### config.mk
export PLATFORM = sky130hd
export DESIGN_NAME = temporal_encoder
export DESIGN_NICKNAME = d
export VERILOG_FILES = /design/src/rtl/temporal_encoder.sv
export SDC_FILE = /design/constraint.sdc
export NUM_CORES = 1
export LEC_CHECK = 0
export ABC_CLOCK_PERIOD_IN_PS = 4200
export BUFFER_PORTS_ARGS = -buffer_cell sky130_fd_sc_hd__buf_2
export CAP_MARGIN = 20
export CORE_AREA = 3 3 61 63
export DETAILED_ROUTE_END_ITERATION = 12
export DIE_AREA = 0 0 64 66
export PLACE_DENSITY = 0.57
export SLEW_MARGIN = 20
export SYNTH_ARGS = -nofsm -noshare
export SYNTH_HDL_FRONTEND = slang
export SYNTH_SLANG_ARGS = --single-unit
### constraint.sdc
create_clock -name aclk -period 4.2 [get_ports aclk]
set_input_delay 0.84 -clock aclk [delete_from_list [all_inputs] [get_ports aclk]]
set_output_delay 0.84 -clock aclk [all_outputs]
set_load 0.005 [all_outputs]
### src/rtl/temporal_encoder.sv
// Binary-to-temporal spike encoder: owns the gamma timebase (grst) and emits one
// pulse-width spike per gamma, delayed by the value accepted in the previous gamma.
module temporal_encoder #(
  parameter int unsigned GAMMA_CYCLE_WIDTH = 16,
  parameter int unsigned PULSE_WIDTH       = 8,
  parameter int unsigned VAL_W             = $clog2(GAMMA_CYCLE_WIDTH)
) (
  input  logic             aclk,
  input  logic             rst_n,
  input  logic             in_valid,
  input  logic             in_null,
  input  logic [VAL_W-1:0] in_value,
  output logic             in_ready,
  output logic             grst,
  output logic             y,
  output logic [VAL_W-1:0] gamma_cnt
);

  localparam int unsigned      CMP_W         = 32;
  localparam logic [VAL_W-1:0] LAST_SLOT     = VAL_W'(GAMMA_CYCLE_WIDTH - 1);
  localparam logic [VAL_W-1:0] MAX_SPIKE_VAL = VAL_W'(GAMMA_CYCLE_WIDTH - 2);

  logic [VAL_W-1:0] gcnt;
  logic             pend_valid;
  logic             pend_null;
  logic [VAL_W-1:0] pend_val;
  logic             act_valid;
  logic [VAL_W-1:0] act_val;

  logic             boundary;
  logic             xfer;
  logic [CMP_W-1:0] slot_w;
  logic [CMP_W-1:0] lo_w;
  logic [CMP_W-1:0] hi_w;

  // A value produces a spike only if its first spike slot still fits in the gamma
  function automatic logic will_spike(input logic is_null, input logic [VAL_W-1:0] val);
    return !is_null && (val <= MAX_SPIKE_VAL);
  endfunction

  always_comb begin
    boundary = (gcnt == LAST_SLOT);
    xfer     = in_valid && !pend_valid;
  end

  // Gamma counter, pending slot and the value being emitted this gamma
  always_ff @(posedge aclk or negedge rst_n) begin
    if (!rst_n) begin
      gcnt       <= '0;
      pend_valid <= 1'b0;
      pend_null  <= 1'b0;
      pend_val   <= '0;
      act_valid  <= 1'b0;
      act_val    <= '0;
    end else begin
      gcnt <= boundary ? '0 : gcnt + VAL_W'(1);
      if (boundary) begin
        if (pend_valid) begin
          act_valid  <= will_spike(pend_null, pend_val);
          act_val    <= pend_val;
          pend_valid <= 1'b0;
        end else if (xfer) begin
          act_valid <= will_spike(in_null, in_value);
          act_val   <= in_value;
        end else begin
          act_valid <= 1'b0;
        end
      end else if (xfer) begin
        pend_valid <= 1'b1;
        pend_null  <= in_null;
        pend_val   <= in_value;
      end
    end
  end

  // Spike window [act_val+1, act_val+PULSE_WIDTH], compared wide to avoid overflow
  always_comb begin
    slot_w    = CMP_W'(gcnt);
    lo_w      = CMP_W'(act_val) + CMP_W'(1);
    hi_w      = CMP_W'(act_val) + CMP_W'(PULSE_WIDTH);
    y         = act_valid && (slot_w >= lo_w) && (slot_w <= hi_w);
    grst      = (gcnt == '0);
    in_ready  = !pend_valid;
    gamma_cnt = gcnt;
  end

endmodule
==> results_dict.tcl <==
set metrics [dict create \
    cap_violations 0 \
    final_layout_size_suffix_gt1_frac 0.283 \
    max_stage_delay_ns 0.43 \
    fp.coreArea_sq_mm 0.00328 \
    clk-insertion-delay-late_ns 0.29 \
    path_class "flop to primary output" \
    syn_inst 89 \
    cts.reportedPaths.clkPinSlew_ns 0.10 \
    r2r_end "pend_val[1]$_DFFE_PN0P_" \
    utilization 0.332 \
    via_count 684 \
    drt-total-wl_um 1740 \
    h-tree-depth 1 \
    synth_top_area_share 0.397 \
    gp_congestion 0.915 \
    post-route-period-util 0.638 \
    fin_ws_ns 1.52 \
    ys_seq_area_frac 0.397 \
    remaining_drc_errors 0 \
    grt_overflow 0 \
    status "finished, final reports clean" \
    crit_fanout 5 \
    ctsRootBufferMaster "clkbuf_4" \
    initialDrtViolationCount 24 \
    dp_slack_ns 1.82 \
    finalPower_mw 0.323 \
    cts_made_buffers 3 \
    leakage_nw 0.545 \
    first_pass_iters 4 \
    grt_antenna_before_repair 0 \
    fin_crit_ns 2.68 \
    syn_area_sq_um 946 \
    vias_per_cell 4.50 \
    r2r_slack_ns 2.73 \
    synth_area_leaders "dfrtp_1 40%, ha_1 16%, mux2_2 6.0%, mux2i_1 4.2%, inv_1 3.6%" \
    grt_first_pass_wirelength_um 3040 \
    synth_cell_types 29 \
    hold_path.class "primary input to asynchronous set/reset pin" \
    final_area_sq_mm 0.00109 \
    clkSinkCount 15 \
    skew_ns 0.0119 \
    row_count 21 \
    area_delta_synth_final_pct 15.2 \
    use_met2 0.134 \
    grt_pass1_vias 687 \
    gr-usage-met1 0.123 \
    max_freq_mhz 373 \
    crit_start "act_val[0]$_DFFE_PN0P_" \
    cp.required_ns 3.36 \
    numPlacedInstances 148 \
    crit_top_cell "ha_1" \
    diodes 0 \
    p_per_area_mw_per_mm2 297 \
    relSlewSlack 0.731 \
    hold_viol 0 \
    final_cells 152 \
    finalMaxSlewViolations 0 \
    die_h_um 66 \
    die-area_sq_mm 0.00422 \
    end_kind "primary output" \
    finalSetupTns_ns 0 \
    tightestPinTransition_ns 0.403 \
    fp.dieW_um 64 \
    hold_ws_ns 0.436 \
    yosysTopAreaCell "dfrtp_1" \
    ys_warn_count 0 \
    setup_violations 0 \
    arrival_ns 1.84 \
    cpMaxStageDelayCell "dfrtp_1" \
    post-cts-setup-buffers 0 \
    cts_tree "built" \
    r2r_cells 4 \
    postRouteAntennaNets 0 \
    grt_max_degree 16 \
    busiest_layer "met2" \
    start_util 0.288 \
    post_cts_resized 0 \
    gr-usage-met3 0.0289 \
    regToRegStartpoint "gamma_cnt[1]$_DFF_PN0_" \
    ctsHoldBuffers 0 \
    avgSynthCellArea_sq_um 10.6 \
    ir_drop_v 0.000145 \
    place.detailed.hpwl_um 1410 \
    place.port_buffers 14 \
    path_cells "ha_1 -> xnor2_1 -> ha_1 -> o221ai_1 -> a221oi_2 -> buf_2" \
    nNetsFinal 127 \
    wl_per_cell_um 11.4 \
    place_area_sq_mm 0.00106 \
    rsz0062_at_grt "no" \
    ys_ff_latch 15 \
    io_pins 15 \
    cts_buffer_depth 2 \
    grt_usage 0.0898 \
    syn_nets 109 \
    startpoint_type "flop" \
]
-- final cells by class --
| type | count | area (sq um) |
|---|---|---|
| clock inverters | 1 | 5.00 |
| inverters | 10 | 38.8 |
| flip-flops and latches | 15 | 375 |
| clock buffers | 3 | 22.5 |
| repair buffers | 14 | 70.1 |
| fillers | 355 | 2190 |
| well taps | 46 | 57.6 |
| multi-input cells | 63 | 520 |
-- cell usage after synthesis --
| master | instances |
|---|---|
| o21ai_1 | 5 |
| nor3b_1 | 2 |
| a221oi_2 | 1 |
| dfrtp_1 | 15 |
| nand3_1 | 1 |
| xor2_1 | 1 |
| nor2_1 | 5 |
| nand3_4 | 1 |
| nand4_1 | 3 |
| o21ai_2 | 1 |
| clkinv_2 | 1 |
| nor3_2 | 1 |
| o21ai_0 | 4 |
| nand2b_1 | 1 |
| nand3_2 | 1 |
| ha_1 | 12 |
| xnor2_1 | 2 |
| a21oi_1 | 1 |
| o41ai_1 | 1 |
| and3_1 | 2 |
| mux2i_1 | 4 |
| nand2_1 | 5 |
| inv_1 | 9 |
| o221ai_1 | 1 |
| nor2b_1 | 1 |
| a32oi_1 | 1 |
| a21oi_2 | 1 |
| mux2_2 | 5 |
| buf_6 | 1 |
-- kinds of logic after synthesis --
family | after synthesis | share of synthesized area
flops | 15 | 0.397
buf+inv | 11 | 0.0529
xor+xnor | 3 | 0.0278
fa+ha+maj | 12 | 0.159
mux | 9 | 0.102
simple gates | 23 | 0.147
compound gates | 16 | 0.115
-- placed cells by master (no fill, tap or decap), types with 2 or more instances in the layout --
cell      netlist  layout
xnor2_1         2       2
o21ai_0         4       4
nor3b_1         2       2
mux2_2          5       5
o21ai_1         5       5
nor2_1          5       5
nand2_1         5       5
clkbuf_4        0       3
nand4_1         3       3
dfrtp_1        15      15
buf_2           0      14
mux2i_1         4       4
inv_1           9       9
and3_1          2       2
ha_1           12      12
clkinv_2        1       2
-- state kept, by name, indices dropped and copies added, names as in the netlist --
name	cells
pend_valid	1
act_valid	1
pend_val	4
act_val	4
pend_null	1
gamma_cnt	4
-- worst max-delay path by stage --
| stage | end | depth (start not counted) | slack (ns) |
|---|---|---|---|
| 2_1_floorplan | y | 5 | 2.01 |
| 3_3_place_gp | y | 6 | 1.86 |
| 3_5_place_dp | y | 6 | 1.82 |
| 4_1_cts | y | 6 | 1.51 |
| 5_1_grt | y | 6 | 1.42 |
| 6_report | y | 6 | 1.52 |
-- metal layers --
layer / part of all wire / up-vias
met2: 0.43 / 18
met3: 0.059 / 0
met4: 0 / 0
li1: - / 349
met5: 0 / -
met1: 0.51 / 317
-- critical path, delay by kind of cell, from the launching register on --
kind                     cells  cell delay (ns)
adder cells (fa/ha/maj)      2             0.52
flip-flops                   1             0.43
AO/OA/AOI/OAI                2             0.33
buffers and inverters        1             0.14
XOR/XNOR                     1             0.13
-- where the power goes --
part | total [mW] | switching, mW | internal, mW
clock network | 0.0833 | 0.0480 | 0.0354
registers | 0.174 | 0.0149 | 0.159
logic | 0.0664 | 0.0333 | 0.0331
total | 0.323 | 0.0962 | 0.227
Power figures use the tool's default switching activity.
